$ cat src/rtl/shftreg_pkg.sv
// Shared definitions for the parallel-in/serial-out shifter: FSM state
// encoding, minimum word width and the even-parity helper.
package shftreg_pkg;

  typedef enum logic [1:0] {
    ST_IDLE  = 2'd0,
    ST_SHIFT = 2'd1,
    ST_PAR   = 2'd2
  } state_e;

  localparam int N_MIN = 2;

  // Even parity of a word of up to 64 bits; callers zero-extend narrower words.
  function automatic logic even_parity(input logic [63:0] word);
    return ^word;
  endfunction

endpackage

$ cat src/rtl/shftreg_piso_bitcnt_n.sv
// Bit-position counter for the PISO frame: synchronous clear (priority over
// enable), count enable, and a flag that is high while the count equals TC.
module bitcnt_n #(
  parameter int CNT_W = 4,
  parameter int TC    = 7
) (
  input  logic clk,
  input  logic rst,
  input  logic clr,
  input  logic en,
  output logic tc
);

  logic [CNT_W-1:0] cnt_q, cnt_d;

  always_comb begin
    // NOTE: give every always_comb output a default first so no path leaves it unassigned (which would infer a latch).
    cnt_d = cnt_q;
    if (clr) begin
      cnt_d = '0;
    end else if (en) begin
      cnt_d = cnt_q + CNT_W'(1);
    end
  end

  // NOTE: sequential state uses non-blocking assignments so every flop samples pre-edge values.
  always_ff @(posedge clk or posedge rst) begin
    if (rst) begin
      cnt_q <= '0;
    end else begin
      cnt_q <= cnt_d;
    end
  end

  assign tc = (cnt_q == CNT_W'(TC));

endmodule

$ cat src/rtl/shftreg_piso.sv
// N-bit parallel-in/serial-out shifter, MSB first, with a ready/valid load
// handshake and zero-gap back-to-back framing. Define SHFT_PARITY_EN to append
// an even-parity bit to every frame (frame length N+1 instead of N).
module shftreg_piso
  import shftreg_pkg::*;
#(
  parameter  int N     = 8,
  localparam int CNT_W = $clog2(N + 1)
) (
  input  logic         CLK,
  input  logic         RESET,
  input  logic [N-1:0] DIN,
  input  logic         LD_VALID,
  output logic         LD_READY,
  output logic         SOUT,
  output logic         SVALID,
  output logic         SLAST,
  output logic         BUSY
);

  generate
    if (N < N_MIN) begin : g_bad_width
      $error("shftreg_piso: N must be at least %0d", N_MIN);
    end
  endgenerate

  state_e       state_q, state_d;
  logic [N-1:0] sreg_q, sreg_d;
  logic         cnt_clr, cnt_en, cnt_tc;
  logic         accept, load;
`ifdef SHFT_PARITY_EN
  logic         par_q, par_d;
`endif

  bitcnt_n #(
    .CNT_W (CNT_W),
    .TC    (N - 1)
  ) u_bitcnt (
    .clk (CLK),
    .rst (RESET),
    .clr (cnt_clr),
    .en  (cnt_en),
    .tc  (cnt_tc)
  );

  // Serial outputs decode only registered state, so DIN/LD_VALID never reach them combinationally.
  always_comb begin
    SVALID = (state_q != ST_IDLE);
    BUSY   = SVALID;
`ifdef SHFT_PARITY_EN
    SLAST  = (state_q == ST_PAR);
    SOUT   = 1'b0;
    if (state_q == ST_SHIFT) begin
      SOUT = sreg_q[N-1];
    end else if (state_q == ST_PAR) begin
      SOUT = par_q;
    end
`else
    SLAST  = (state_q == ST_SHIFT) && cnt_tc;
    SOUT   = (state_q == ST_SHIFT) && sreg_q[N-1];
`endif
    LD_READY = (state_q == ST_IDLE) || (SLAST && SVALID);
  end

  assign accept = LD_VALID && LD_READY;

  always_comb begin
    state_d = state_q;
    sreg_d  = sreg_q;
    cnt_clr = 1'b0;
    cnt_en  = 1'b0;
    load    = 1'b0;
`ifdef SHFT_PARITY_EN
    par_d   = par_q;
`endif

    unique case (state_q)
      ST_IDLE: begin
        load = accept;
      end

      ST_SHIFT: begin
        sreg_d = {sreg_q[N-2:0], 1'b0};
        cnt_en = 1'b1;
        if (cnt_tc) begin
          cnt_clr = 1'b1;
`ifdef SHFT_PARITY_EN
          state_d = ST_PAR;
`else
          load    = accept;
          state_d = accept ? ST_SHIFT : ST_IDLE;
`endif
        end
      end

`ifdef SHFT_PARITY_EN
      ST_PAR: begin
        load    = accept;
        state_d = accept ? ST_SHIFT : ST_IDLE;
      end
`endif

      default: begin
        state_d = ST_IDLE;
      end
    endcase

    // A load, from idle or on a frame's final cycle, starts a fresh frame.
    if (load) begin
      state_d = ST_SHIFT;
      sreg_d  = DIN;
      cnt_clr = 1'b1;
`ifdef SHFT_PARITY_EN
      par_d   = even_parity(64'(DIN));
`endif
    end
  end

  always_ff @(posedge CLK or posedge RESET) begin
    if (RESET) begin
      state_q <= ST_IDLE;
      // NOTE: the shift register is reset too: a reset mid-frame must not leave stale bits behind for the next frame.
      sreg_q  <= '0;
`ifdef SHFT_PARITY_EN
      par_q   <= 1'b0;
`endif
    end else begin
      state_q <= state_d;
      sreg_q  <= sreg_d;
`ifdef SHFT_PARITY_EN
      par_q   <= par_d;
`endif
    end
  end

endmodule

$ cat config.mk
export PLATFORM = sky130hd
export DESIGN_NAME = shftreg_piso
export DESIGN_NICKNAME = d
export VERILOG_FILES = /design/src/rtl/shftreg_pkg.sv /design/src/rtl/shftreg_piso_bitcnt_n.sv /design/src/rtl/shftreg_piso.sv
export SDC_FILE = /design/constraint.sdc
export NUM_CORES = 1
export LEC_CHECK = 0
export BUFFER_PORTS_ARGS = -buffer_cell sky130_fd_sc_hd__clkbuf_2
export CORE_MARGIN = 5
export CORE_UTILIZATION = 51
export CTS_BUF_LIST = sky130_fd_sc_hd__clkbuf_16
export CTS_CLUSTER_SIZE = 10
export DETAILED_ROUTE_END_ITERATION = 16
export PLACE_DENSITY = 0.81
export SYNTH_ARGS = -nofsm -noshare
export SYNTH_HDL_FRONTEND = slang
export SYNTH_HIERARCHICAL = 1
export SYNTH_SLANG_ARGS = --single-unit
$ cat constraint.sdc
create_clock -name CLK -period 2.3 [get_ports CLK]
set_clock_uncertainty 0.1 [all_clocks]
set_input_delay 0 -clock CLK [delete_from_list [all_inputs] [get_ports CLK]]
set_output_delay 0 -clock CLK [all_outputs]
set_load 0.005 [all_outputs]
-- Yosys cells after proc, flatten, opt, wreduce, memory -nomap -nowiden
Index checks and enable logic that the tools add are counted.
- latch bits: 0
- flip-flop bits (word level): 14
- ROM bits: 0
- memories kept: 0
- input bits: 11
- logic and storage cells: 32
- RAM bits: 0
- bitwise logic cells: 0
- order comparisons: 0
- add/sub/neg operators: 1
- multipliers: 0
- reductions and logical operators: 10
- mux-type cells: 14
- divide/modulo/power cells: 0
- shifts and indexed selects: 0
- equal/unequal tests: 4
- operators with widths (operator ; number):
    $mux 8 ; 2
    $mux 4 ; 2
    $mux 1 ; 6
    $reduce_bool 2->1 ; 3
    $add 4x1->4 const B ; 1
    $eq 4x3->1 const B ; 1
    $logic_and 1x1->1 ; 4
    $mux 2 ; 2
    $pmux 2 s2 ; 1
    $ne 3x3->1 const B ; 1
    $eq 2x1->1 const B ; 1
    $logic_not 2->1 ; 1
    $ne 2x2->1 const B ; 1
    $pmux 1 s2 ; 1
    $reduce_and 2->1 ; 1
    $logic_or 1x1->1 ; 1

-- Longest topological paths before layout
Gate-level depths: netlist of run 1.
- word-level depth: 9
- depth in mapped cells: 7
- depth with buffers taken out: 6

-- By module
Netlist of run 1, hierarchy kept.
- by module, submodules not included (module ; cells each ; instances ; area an instance (um^2)):
    shftreg_piso ; 53 ; 1 ; 546.8
    bitcnt_n ; 19 ; 1 ; 203.9

-- Least setup slack after synthesis of run 1
OpenSTA, ideal clock, no wires.
- path kind: register -> register
- from: register u_bitcnt.cnt_q[0]
- to: register u_bitcnt.cnt_q[3]
- arrival time: 1.380 ns
- data required time: 2.075 ns
- setup slack: 0.695 ns
- setup time: 0.125 ns
- stages on the path, launching flop included: 8
- cell sequence: dfrtp_1 ha_1 nand2_1 nor2_1 buf_6 mux2_2 nor2_1 mux2_4
- cells in the longest elaborated chain, start to end: 9
- elaborated cells between the ends (all ways): 14
- classes of those cells: add/sub: 1; eq/ne: 1; mux: 7; reduce/logical: 5
- RTL lines (item ; line ; source):
    start: declaration ; shftreg_piso_bitcnt_n.sv:14 ; logic [CNT_W-1:0] cnt_q, cnt_d;
    start signal: assignment ; shftreg_piso_bitcnt_n.sv:31 ; cnt_q <= cnt_d;
    $eq 4x3->1 * ; shftreg_piso_bitcnt_n.sv:35 ; assign tc = (cnt_q == CNT_W'(TC));
    net cnt_tc ; shftreg_piso.sv:29 ; logic cnt_clr, cnt_en, cnt_tc;
    $logic_and 1x1->1 ; shftreg_piso.sv:59 ; SLAST = (state_q == ST_SHIFT) && cnt_tc;
    $logic_and 1x1->1 ; shftreg_piso.sv:62 ; LD_READY = (state_q == ST_IDLE) || (SLAST && SVALID);
    $logic_or 1x1->1 ; shftreg_piso.sv:62 ;
    $logic_and 1x1->1 ; shftreg_piso.sv:65 ; assign accept = LD_VALID && LD_READY;
    $mux 1 ; shftreg_piso.sv:85 ; if (cnt_tc) begin
    $pmux 1 s2 ; shftreg_piso.sv:77 ; unique case (state_q)
    $mux 1 * ; shftreg_piso.sv:109 ; if (load) begin
    net cnt_clr ; shftreg_piso.sv:29 ;
    $mux 4 / $reduce_bool 2->1 (equally long branches) ; n/a ;
The timed path passes the listed nets; every way through them passes the cells marked *. The select of a mux whose other input is x is not followed.
A chain may end at the register's enable or synchronous reset.

-- Worst setup path after layout of run 1
- from: register u_bitcnt.cnt_q[0]
- to: register sreg_q[3]
- cells in the longest elaborated chain, start to end: 8
- elaborated cells between the ends (all ways): 9
- classes of those cells: eq/ne: 1; mux: 3; reduce/logical: 5
- RTL lines (item ; line ; source):
    $eq 4x3->1 * ; shftreg_piso_bitcnt_n.sv:35 ;
    net cnt_tc ; shftreg_piso.sv:29 ;
    $logic_and 1x1->1 ; shftreg_piso.sv:59 ;
    $logic_and 1x1->1 ; shftreg_piso.sv:62 ;
    $logic_or 1x1->1 ; shftreg_piso.sv:62 ;
    $logic_and 1x1->1 ; shftreg_piso.sv:65 ;
    $mux 1 ; shftreg_piso.sv:85 ;
    $pmux 1 s2 * ; shftreg_piso.sv:77 ;
    $mux 8 / $reduce_bool 2->1 (equally long branches) ; n/a ;
    end signal: assignment ; shftreg_piso.sv:129 ; sreg_q <= sreg_d;
    end: declaration ; shftreg_piso.sv:28 ; logic [N-1:0] sreg_q, sreg_d;
The timed path passes the listed nets; every way through them passes the cells marked *.

==> results of run 1 <==
## cell usage after synthesis
cell | n | area, µm²
sky130_fd_sc_hd__dfrtp_1 | 13 | 325
sky130_fd_sc_hd__mux2i_1 | 9 | 90.1
sky130_fd_sc_hd__o21ai_1 | 8 | 40.0
sky130_fd_sc_hd__a31oi_1 | 7 | 43.8
sky130_fd_sc_hd__and3_1 | 7 | 43.8
sky130_fd_sc_hd__nor2_1 | 4 | 15.0
sky130_fd_sc_hd__and2_1 | 2 | 12.5
sky130_fd_sc_hd__buf_4 | 2 | 15.0
sky130_fd_sc_hd__buf_6 | 2 | 22.5
sky130_fd_sc_hd__inv_1 | 2 | 7.51
sky130_fd_sc_hd__nand2b_1 | 2 | 12.5
sky130_fd_sc_hd__a21bo_2 | 1 | 10.0
sky130_fd_sc_hd__a21oi_1 | 1 | 5.00
sky130_fd_sc_hd__buf_12 | 1 | 20.0
sky130_fd_sc_hd__buf_2 | 1 | 5.00
sky130_fd_sc_hd__ha_1 | 1 | 12.5
sky130_fd_sc_hd__mux2_2 | 1 | 11.3
sky130_fd_sc_hd__mux2_4 | 1 | 15.0
sky130_fd_sc_hd__nand2_1 | 1 | 3.75
sky130_fd_sc_hd__nand2_2 | 1 | 6.26
sky130_fd_sc_hd__nand3_1 | 1 | 5.00
sky130_fd_sc_hd__nand3b_1 | 1 | 7.51
sky130_fd_sc_hd__nand4_1 | 1 | 6.26
sky130_fd_sc_hd__nor2b_1 | 1 | 6.26
sky130_fd_sc_hd__xnor2_1 | 1 | 8.76
## cells by family after synthesis
kind of cell | after synthesis | synth area share (%)
flops | 13 | 43.3
xor+xnor | 1 | 1.17
fa+ha+maj | 1 | 1.67
simple gates | 21 | 15.8
buf+inv | 8 | 9.33
compound gates | 17 | 13.2
mux | 11 | 15.5
## layout by cell type, fill, tap and decap left out, drive strengths merged
master | netlist | layout
clkbuf | 0 | 18
dfrtp | 13 | 13
mux2i | 9 | 9
o21ai | 8 | 8
dlygate4sd3 | 0 | 8
and3 | 7 | 7
a31oi | 7 | 7
nor2 | 4 | 4
inv | 2 | 3
nand2b | 2 | 2
and2 | 2 | 2
buf | 6 | 2
nand2 | 2 | 2
mux2 | 2 | 2
nand3 | 1 | 1
xnor2 | 1 | 1
nor2b | 1 | 1
nand4 | 1 | 1
a21bo | 1 | 1
nand3b | 1 | 1
a21oi | 1 | 1
ha | 1 | 1
## state kept, by name, indices dropped and copies added (netlist names)
signal,cells
sreg_q,8
u_bitcnt/cnt_q,4
state_q,1
## critical path, stage by stage, from the launching register on
cell	delay, ns
sky130_fd_sc_hd__dfrtp_1	0.38
sky130_fd_sc_hd__ha_1	0.21
sky130_fd_sc_hd__nand2_1	0.07
sky130_fd_sc_hd__nor2_1	0.12
sky130_fd_sc_hd__buf_4	0.18
sky130_fd_sc_hd__nand2_2	0.11
sky130_fd_sc_hd__a31oi_1	0.21
sky130_fd_sc_hd__o21ai_1	0.09
## metrics by stage
stage	setup WS (ns)	cells	hold slack, ns
finish	0.717	110	0.0106
floorplan	0.695	72	-0.334
detailed placement	0.751	98	-0.223
global placement	0.826	98	-0.222
global route	0.576	110	0.0543
CTS	0.738	110	0.0153
## per-layer routing
metal	track usage, %	wire length (µm)	up-vias
met1	21.2	772	296
met3	3.36	65	2
li1	-	-	302
met2	23.0	780	14
met4	9.22	10	0
met5	0	0	-
## timing repair
item	in CTS	in global routing
gates resized for setup	0	0
endpoints found under the setup margin	0	0
hold endpoints to repair	20	0
hold buffers	8	0
## where the power goes
group	total [mW]	internal [mW]	leakage, nW	switching [mW]
combinational	0.337	0.176	0.293	0.161
clock	0.318	0.229	0.0423	0.0891
sequential	0.377	0.313	0.166	0.0639
total	1.03	0.718	0.501	0.315
## cell type report
cell class	instances	area, µm²	area share (%)
multi-input combinational	51	355	37.2
sequential	13	325	34.0
timing repair buffer	25	170	17.8
clock buffer	3	75.1	7.85
tap	15	18.8	1.96
inverter	2	7.51	0.785
clock inverter	1	3.75	0.393
## worst paths after layout
kind	from	end
max in group asynchronous	RESET	sreg_q[4]
worst max-delay path	u_bitcnt/cnt_q[0]	sreg_q[3]
worst max register to register	u_bitcnt/cnt_q[0]	sreg_q[3]
worst min register to register	sreg_q[6]	sreg_q[7]
worst min-delay path	DIN[1]	sreg_q[1]
min in group asynchronous	RESET	u_bitcnt/cnt_q[1]
==> impl.org, run 1 <==
** Run status
- Run status :: completed

** Global route
- The first global-routing pass estimated 2950 µm of wire.
- Largest net degree at the start of global routing :: 20
- Number of antenna violations at the first check in global routing :: 0
- Vias in the first global route :: 647
- Grt ovf :: 0
- Total global routing track utilization :: 15.8%

** Timing
- Headroom to the max-slew limit came out at 70.4%.
- The count of final hold-check violations was 0.
- Pins over their slew limit :: 0
- Post-route fraction of the period consumed by the critical path :: 68.8%
- For the pin with the worst max-slew slack, the measured transition is 0.444 ns.
- Setup repair after global routing left no endpoint under its margin.
- Final total negative setup slack :: 0 ns
- Setup violations remaining at the end of the flow were counted as 0.
- Clock period minus worst slack :: 1.58 ns
- Timing would allow up to 0.632 GHz.

** Final layout
- The post-route netlist has 25.3% of its cells at a drive strength greater than 1.
- Cell area after layout :: 956 µm²
- Number of antenna diodes :: 0
- After filler insertion, the fill cell instance count of the layout stands at 110.
- Compared with the post-synthesis result, the final layout area differs by 27.3%.
- Cells fill 70.8% of the core in the end.
- For this run, the post-layout net count is 108.

** Setup path
- Arrival time at the worst endpoint :: 1.60 ns
- Worst-path maximum fanout :: 11
- Worst Setup Path Type :: reg2reg
- Logic depth of the worst register-to-register path :: 7
- Critical path launch point type :: flop
- In this run the register-to-register setup slack is 0.72 ns.
- For the worst setup path, the data required time is 2.32 ns.
- Critical path capture point type :: flop

** Floorplanning
- In this run the vertical extent of the chip is 48.4 µm.
- Floorplan core area :: 0.00135 mm²
- Overall die area :: 0.00234 mm²
- In this run the count of I/O pins placed on the die edge is 16.
- Row generation in the floorplan step produced 13 rows.
- For this configuration, the core starts out at a cell density of 55.6%.
- In this run the horizontal extent of the chip is 48.4 µm.

** Synthesis
- Cell Area, Synth :: 751 µm²
- The Yosys step of the flow raised 6 warnings.
- Portion of the post-synthesis area used by sequential elements :: 43.3%
- Cell count after synthesis :: 72
- Post-Syn Area per Cell :: 10.4 µm²
- Synthesis produced a netlist with a net count of 84.
- Count of state elements after synthesis :: 13
- Number of distinct library cell variants in the gate-level netlist after synthesis :: 25

** Place
- DPL Wire Length :: 1120 µm
- Count of buffers inserted at the top-level ports :: 15
- Placed cell area :: 797 µm²
- At the end of routability-driven placement, the weighted congestion stood at 0.711.

** Routing
- The count of nets left with antenna violations once routing finished came out at 0.
- After detailed routing, the number of remaining DRC violations is 0.
- Before antenna repair, the detailed router went through 4 iterations.
- Violation count after the first detailed-route iteration :: 13
- DR WL/cell :: 14.8 µm
- The routed layout has 614 vias.
- Aggregate routed wire length :: 1630 µm
- After detailed routing, the number of vias per cell comes to 5.58.

** CTS
- The clock passes through at most 2 buffers.
- CTS clock-pin slew for the worst setup and hold paths :: 0.04 ns
- Clock tree from TritonCTS :: yes
- The tree is rooted in a sky130_fd_sc_hd__clkbuf_16.
- The number of setup buffers added after CTS is 0.
- Number of levels in the clock H-tree :: 1
- TritonCTS Sinks :: 13
- Clock latency on the worst-skew pair, taken at its later pin, is 0.24 ns.
- Clock tree synthesis inserted a total of 3 buffers.

** Worst hold path
- Type of the worst min-delay path :: in2reg
- The worst hold path passes through 3 cells.

** Power
- Static power due to leakage :: 0.501 nW
- In this run the power density over the cells is 1080 mW/mm².
- IR drop worst, VDD :: 0.703 mV
- Total power :: 1.03 mW

** Job
- The tool flagged a number of max-cap violations equal to 0.
Power figures use the tool's default switching activity.
==> run 2: changes to the inputs <==
--- a/config.mk
+++ b/config.mk
@@ -5,13 +5,14 @@
 export SDC_FILE = /design/constraint.sdc
 export NUM_CORES = 1
 export LEC_CHECK = 0
+export ABC_AREA = 1
 export BUFFER_PORTS_ARGS = -buffer_cell sky130_fd_sc_hd__clkbuf_2
 export CORE_MARGIN = 5
-export CORE_UTILIZATION = 51
+export CORE_UTILIZATION = 47
 export CTS_BUF_LIST = sky130_fd_sc_hd__clkbuf_16
 export CTS_CLUSTER_SIZE = 10
 export DETAILED_ROUTE_END_ITERATION = 16
-export PLACE_DENSITY = 0.81
+export PLACE_DENSITY = 0.79
 export SYNTH_ARGS = -nofsm -noshare
 export SYNTH_HDL_FRONTEND = slang
 export SYNTH_HIERARCHICAL = 1
==> constraint.sdc (replaced) <==
create_clock -name CLK -period 1.4 [get_ports CLK]
set_clock_uncertainty 0.1 [all_clocks]
set_input_delay 0 -clock CLK [delete_from_list [all_inputs] [get_ports CLK]]
set_output_delay 0 -clock CLK [all_outputs]
set_load 0.005 [all_outputs]
==> run 2 against run 1 <==
The run now ends with setup timing left. Via count increased by 18%. Non-clock buffer count up 15. Sequential share of layout area is 6.8 points lower. Hold slack improved by 0.074 ns. Highest routed layer unchanged. Clock power grew 67%. Combinational power grew to 3.1 times the previous value. Register-to-register slack worse by 0.74 ns. Critical path depth is the same. Global-route usage rose by 0.49 points. Worst setup slack lost 0.75 ns.
==> impl.org, run 2 <==
** Routing
- In the routed layout, each cell is associated on average with a via count of 4.77.
- For this run, design rule violations remaining after detail routing come to 0.
- ANT nets after route :: 0
- Aggregate routed wire length :: 1780 µm
- Violation count after the first detailed-route iteration :: 6
- DR WL/cell :: 11.7 µm
- First drt pass iteration count :: 4
- DR vias :: 725

** Setup path
- Biggest cell delay along the critical path :: 0.35 ns
- At the worst endpoint, the required time is 1.30 ns.
- Critical path launch point type :: flop
- The critical path ends at SLAST.
- Critical path capture point type :: output pin
- The number of cells on the worst reg-to-reg path is 10.
- Critical R2R Capture :: u_bitcnt/cnt_q[3]
- Critical R2R Launch :: u_bitcnt/cnt_q[1]
- CP Buf/Inv Count :: 3
- For the worst setup path, the data arrival time is 1.33 ns.
- The slowest stage of the critical path is the sky130_fd_sc_hd__dfrtp_1 cell.
- Critical path launch point :: u_bitcnt/cnt_q[1]
- Of all nets on the critical path, the largest fanout is 2.
- Top delay family on crit path :: flip-flops
- The critical path goes through ha_2 > nand2_2 > nor2_4 > nand2_2 > buf_4 > inv_1 > clkbuf_2.
- CP Depth :: 7
- The worst setup path is of the reg2out kind.
- Among the stages of the critical path, the cell type that occurs most often is sky130_fd_sc_hd__nand2_2.
- The worst register-to-register path has a setup slack of -0.02 ns.

** Synthesis
- Number of distinct library cell variants in the gate-level netlist after synthesis :: 18
- Summing the sequential cell areas from Yosys gives 40.8% of the chip area.
- When the netlist entered floorplanning its net count stood at 108.
- For this run, the number of Yosys warnings is 6.
- XOR/XNOR share of the synthesized area :: 1.10%
- Area share of and/or/nand/nor cells after synthesis :: 40.8%
- Post-synthesis adder-cell area fraction :: 1.57%
- After synthesis, the share of flip-flops with an asynchronous set or reset is 100%.
- By instance count, the leading cell after synthesis is sky130_fd_sc_hd__nand2_1.
- Largest family of logic cells by synthesized area :: simple AND/OR/NAND/NOR gates
- Of the post-synthesis cell area, the part taken by muxes is 0%.
- Top post-synthesis cells by count :: sky130_fd_sc_hd__nand2_1 (28), sky130_fd_sc_hd__nand3_2 (15), sky130_fd_sc_hd__dfrtp_1 (13), sky130_fd_sc_hd__inv_1 (13), sky130_fd_sc_hd__nor2_1 (6)
- The synthesized design contains 13 register bits.
- Post-synth top flop :: sky130_fd_sc_hd__dfrtp_1
- Cell count after synthesis :: 96
- Post-Syn Area per Cell :: 8.32 µm²
- In this run, synthesis inferred 0 flip-flops with an integrated enable.
- The top cell type by area accounts for 40.8% of the synthesized area.
- Largest cells by area after synthesis :: sky130_fd_sc_hd__dfrtp_1 (41%), sky130_fd_sc_hd__nand3_2 (19%), sky130_fd_sc_hd__nand2_1 (13%)
- Summing the areas of all compound-gate instances in the mapped netlist gives 3.13% of the synthesized area.
- Cell Area, Synth :: 798 µm²
- The synthesized design spends more area on one cell type than any other, namely sky130_fd_sc_hd__dfrtp_1.

** Timing
- After layout, the minimum clock period comes to 1.43 ns.
- Once routing completed, OpenROAD measured the worst setup slack at -0.0319 ns.
- The final critical path takes up 102% of the cycle.
- Number of hold-slack violations in the final timing report :: 0
- Worst slew margin relative to its limit :: 75.5%
- Actual slew at the worst max-slew pin :: 0.367 ns
- Setup violations remaining at the end of the flow were counted as 4.
- The max-slew violation count was 0.
- Setup repair after global routing could not meet its margin everywhere.
- Max frequency :: 0.698 GHz

** Place
- Placed cell area :: 920 µm²
- DPL Wire Length :: 1160 µm
- Count of buffers inserted at the top-level ports :: 15
- Routability Congestion :: 0.701
- Worst setup slack after placement :: -0.0797 ns

** Floorplanning
- Floorplan core area :: 0.00156 mm²
- Once the floorplan was initialized, standard cells occupied 51.2% of the core.
- I/O Pins :: 16
- Height of the chip :: 51.2 µm
- Overall die area :: 0.00262 mm²
- Cell row count :: 14
- In this run the horizontal extent of the chip is 51.2 µm.

** CTS
- No sink is reached through more buffers than the 2 on the longest clock path.
- CTS built an H-tree with a depth of 1.
- Clock tree from TritonCTS :: yes
- Inserted Clock Buffers :: 3
- TritonCTS Sinks :: 13
- CTS clock-pin slew for the worst setup and hold paths :: 0.04 ns
- At the later pin of the worst-skew pair, clock insertion delay measures 0.24 ns.
- Cell chosen for the clock root :: sky130_fd_sc_hd__clkbuf_16

** Final layout
- For this run, the share of the core covered by cells in the final layout is 77.0%.
- Fill cells in the final layout number 97.
- Max reg flops :: 8
- Layout cells sized above 1 :: 48.5%
- Highest-count cells in the layout ignoring fill and taps :: sky130_fd_sc_hd__nand2_1 (26), sky130_fd_sc_hd__nand3_2 (16), sky130_fd_sc_hd__clkbuf_2 (14)
- The largest registers in the layout are sreg_q (8), u_bitcnt/cnt_q (4), state_q (1).
- The repair_antennas step left the layout with diodes totalling 0.
- The finished cells cover 0.00120 mm².
- sreg_q holds more flip-flops than any other register.
- In the final layout, the multi-input gates occupy 409 µm².
- Area growth from synthesis to layout :: 50.3%
- Seq. cell area :: 327 µm²
- Final Net Count :: 149
- Most common cell after layout, fill and taps aside :: sky130_fd_sc_hd__nand2_1

** Global route
- Most crowded layer after global routing :: met2
- For met3 alone, demand over resource in global routing was 3.49%.
- M2 GR Usage :: 25.5%
- Grt ovf :: 0
- Global routing used 20.8% of the available met1 tracks.
- The via count of the first global-routing pass was 709.
- The number of antenna violations at the first check in global routing is 0.
- For this run, the total global-route usage over all layers was measured as 16.3%.
- The first global-routing pass estimated 3100 µm of wire.
- Entering global routing, the biggest net connects 11 pins.

** Power
- The worst-case IR drop observed on VDD is 1.35 mV.
- Summing internal, switching and leakage power gives 2.23 mW.
- Static power due to leakage :: 0.673 nW
- Power spread over the standard cell area amounts to 1860 mW/mm².

** Job
- Max-Cap Viols :: 0

** Worst hold path
- The min-delay analysis places its worst path in the category in2async.

** Run status
- Violations in the final reports :: setup timing
- Run status :: finished, violations left
-- run 2: changes by cell type after synthesis, moves of 3 or more --
| cell | change |
|---|---|
| sky130_fd_sc_hd__a31oi_1 | -7 |
| sky130_fd_sc_hd__and3_1 | -7 |
| sky130_fd_sc_hd__inv_1 | +11 |
| sky130_fd_sc_hd__mux2i_1 | -9 |
| sky130_fd_sc_hd__nand2_1 | +27 |
| sky130_fd_sc_hd__nand2_2 | +3 |
| sky130_fd_sc_hd__nand3_2 | +15 |
| sky130_fd_sc_hd__o21ai_1 | -7 |
-- run 2: what timing repair did --
| action | CTS | global route |
|---|---|---|
| endpoints found under the setup margin | 13 | 14 |
| pin swaps | 7 | 4 |
| hold endpoints to repair | 22 | 0 |
| gates resized for setup | 14 | 3 |
| hold buffers | 10 | 0 |
| buffers inserted | 5 | 1 |
| gates cloned | 0 | 0 |
-- run 2: worst min-delay path by stage --
stage | from | endpoint | slack [ns] | cells past startpoint
after floorplan | RESET | u_bitcnt/cnt_q[0] | -0.33 | 1
after global placement | RESET | u_bitcnt/cnt_q[3] | -0.22 | 2
after detailed placement | RESET | u_bitcnt/cnt_q[3] | -0.21 | 2
after CTS | RESET | u_bitcnt/cnt_q[2] | 0.09 | 3
after global routing | RESET | u_bitcnt/cnt_q[3] | 0.13 | 3
final | RESET | u_bitcnt/cnt_q[2] | 0.08 | 3
-- run 2: final cells by class --
cell class	instances	share of cell area, %
clock buffer	3	6.26
clock inverter	1	0.313
inverter	16	5.01
multi-input combinational	63	34.1
sequential	13	27.2
tap	16	1.67
timing repair buffer	40	25.4
-- run 2: logic make-up after synthesis --
| kind of cell | Yosys count |
|---|---|
| AOI/OAI and AO/OA | 5 |
| xor gates and xnor gates | 1 |
| adders and majority gates | 1 |
| buffers and inverters | 20 |
| DFF | 13 |
| and+or+nand+nor | 56 |
-- run 2: worst reg2reg max path, cell delays in order (launching register included) --
cell and delay, ns:
sky130_fd_sc_hd__dfrtp_1 0.35, sky130_fd_sc_hd__ha_2 0.19, sky130_fd_sc_hd__nand2_2 0.07, sky130_fd_sc_hd__nor2_4 0.12, sky130_fd_sc_hd__nand2_2 0.08, sky130_fd_sc_hd__o21ai_2 0.08
sky130_fd_sc_hd__inv_2 0.08, sky130_fd_sc_hd__nand2_4 0.08, sky130_fd_sc_hd__nand3_2 0.06, sky130_fd_sc_hd__nand2_1 0.06, sky130_fd_sc_hd__nor2_1 0.04
-- run 2: through the flow --
stage	setup TNS [ns]	std cells	hold slack [ns]
after floorplan	-0.00519	96	-0.334
after global placement	-0.0378	132	-0.217
after detailed placement	-0.136	132	-0.212
after CTS	-0.242	151	0.0905
after global routing	-0.557	152	0.126
final	-0.0849	152	0.0850
-- run 2: power breakdown --
| part | internal [mW] | switching [mW] | leakage (nW) |
|---|---|---|---|
| clock network | 0.376 | 0.155 | 0.0423 |
| registers | 0.523 | 0.117 | 0.164 |
| logic | 0.549 | 0.509 | 0.467 |
-- run 2: metal layers --
metal | vias to the layer above | routed length, µm
met5 | - | 0
met4 | 0 | 44
met3 | 4 | 62
met2 | 18 | 838
met1 | 330 | 832
li1 | 373 | -
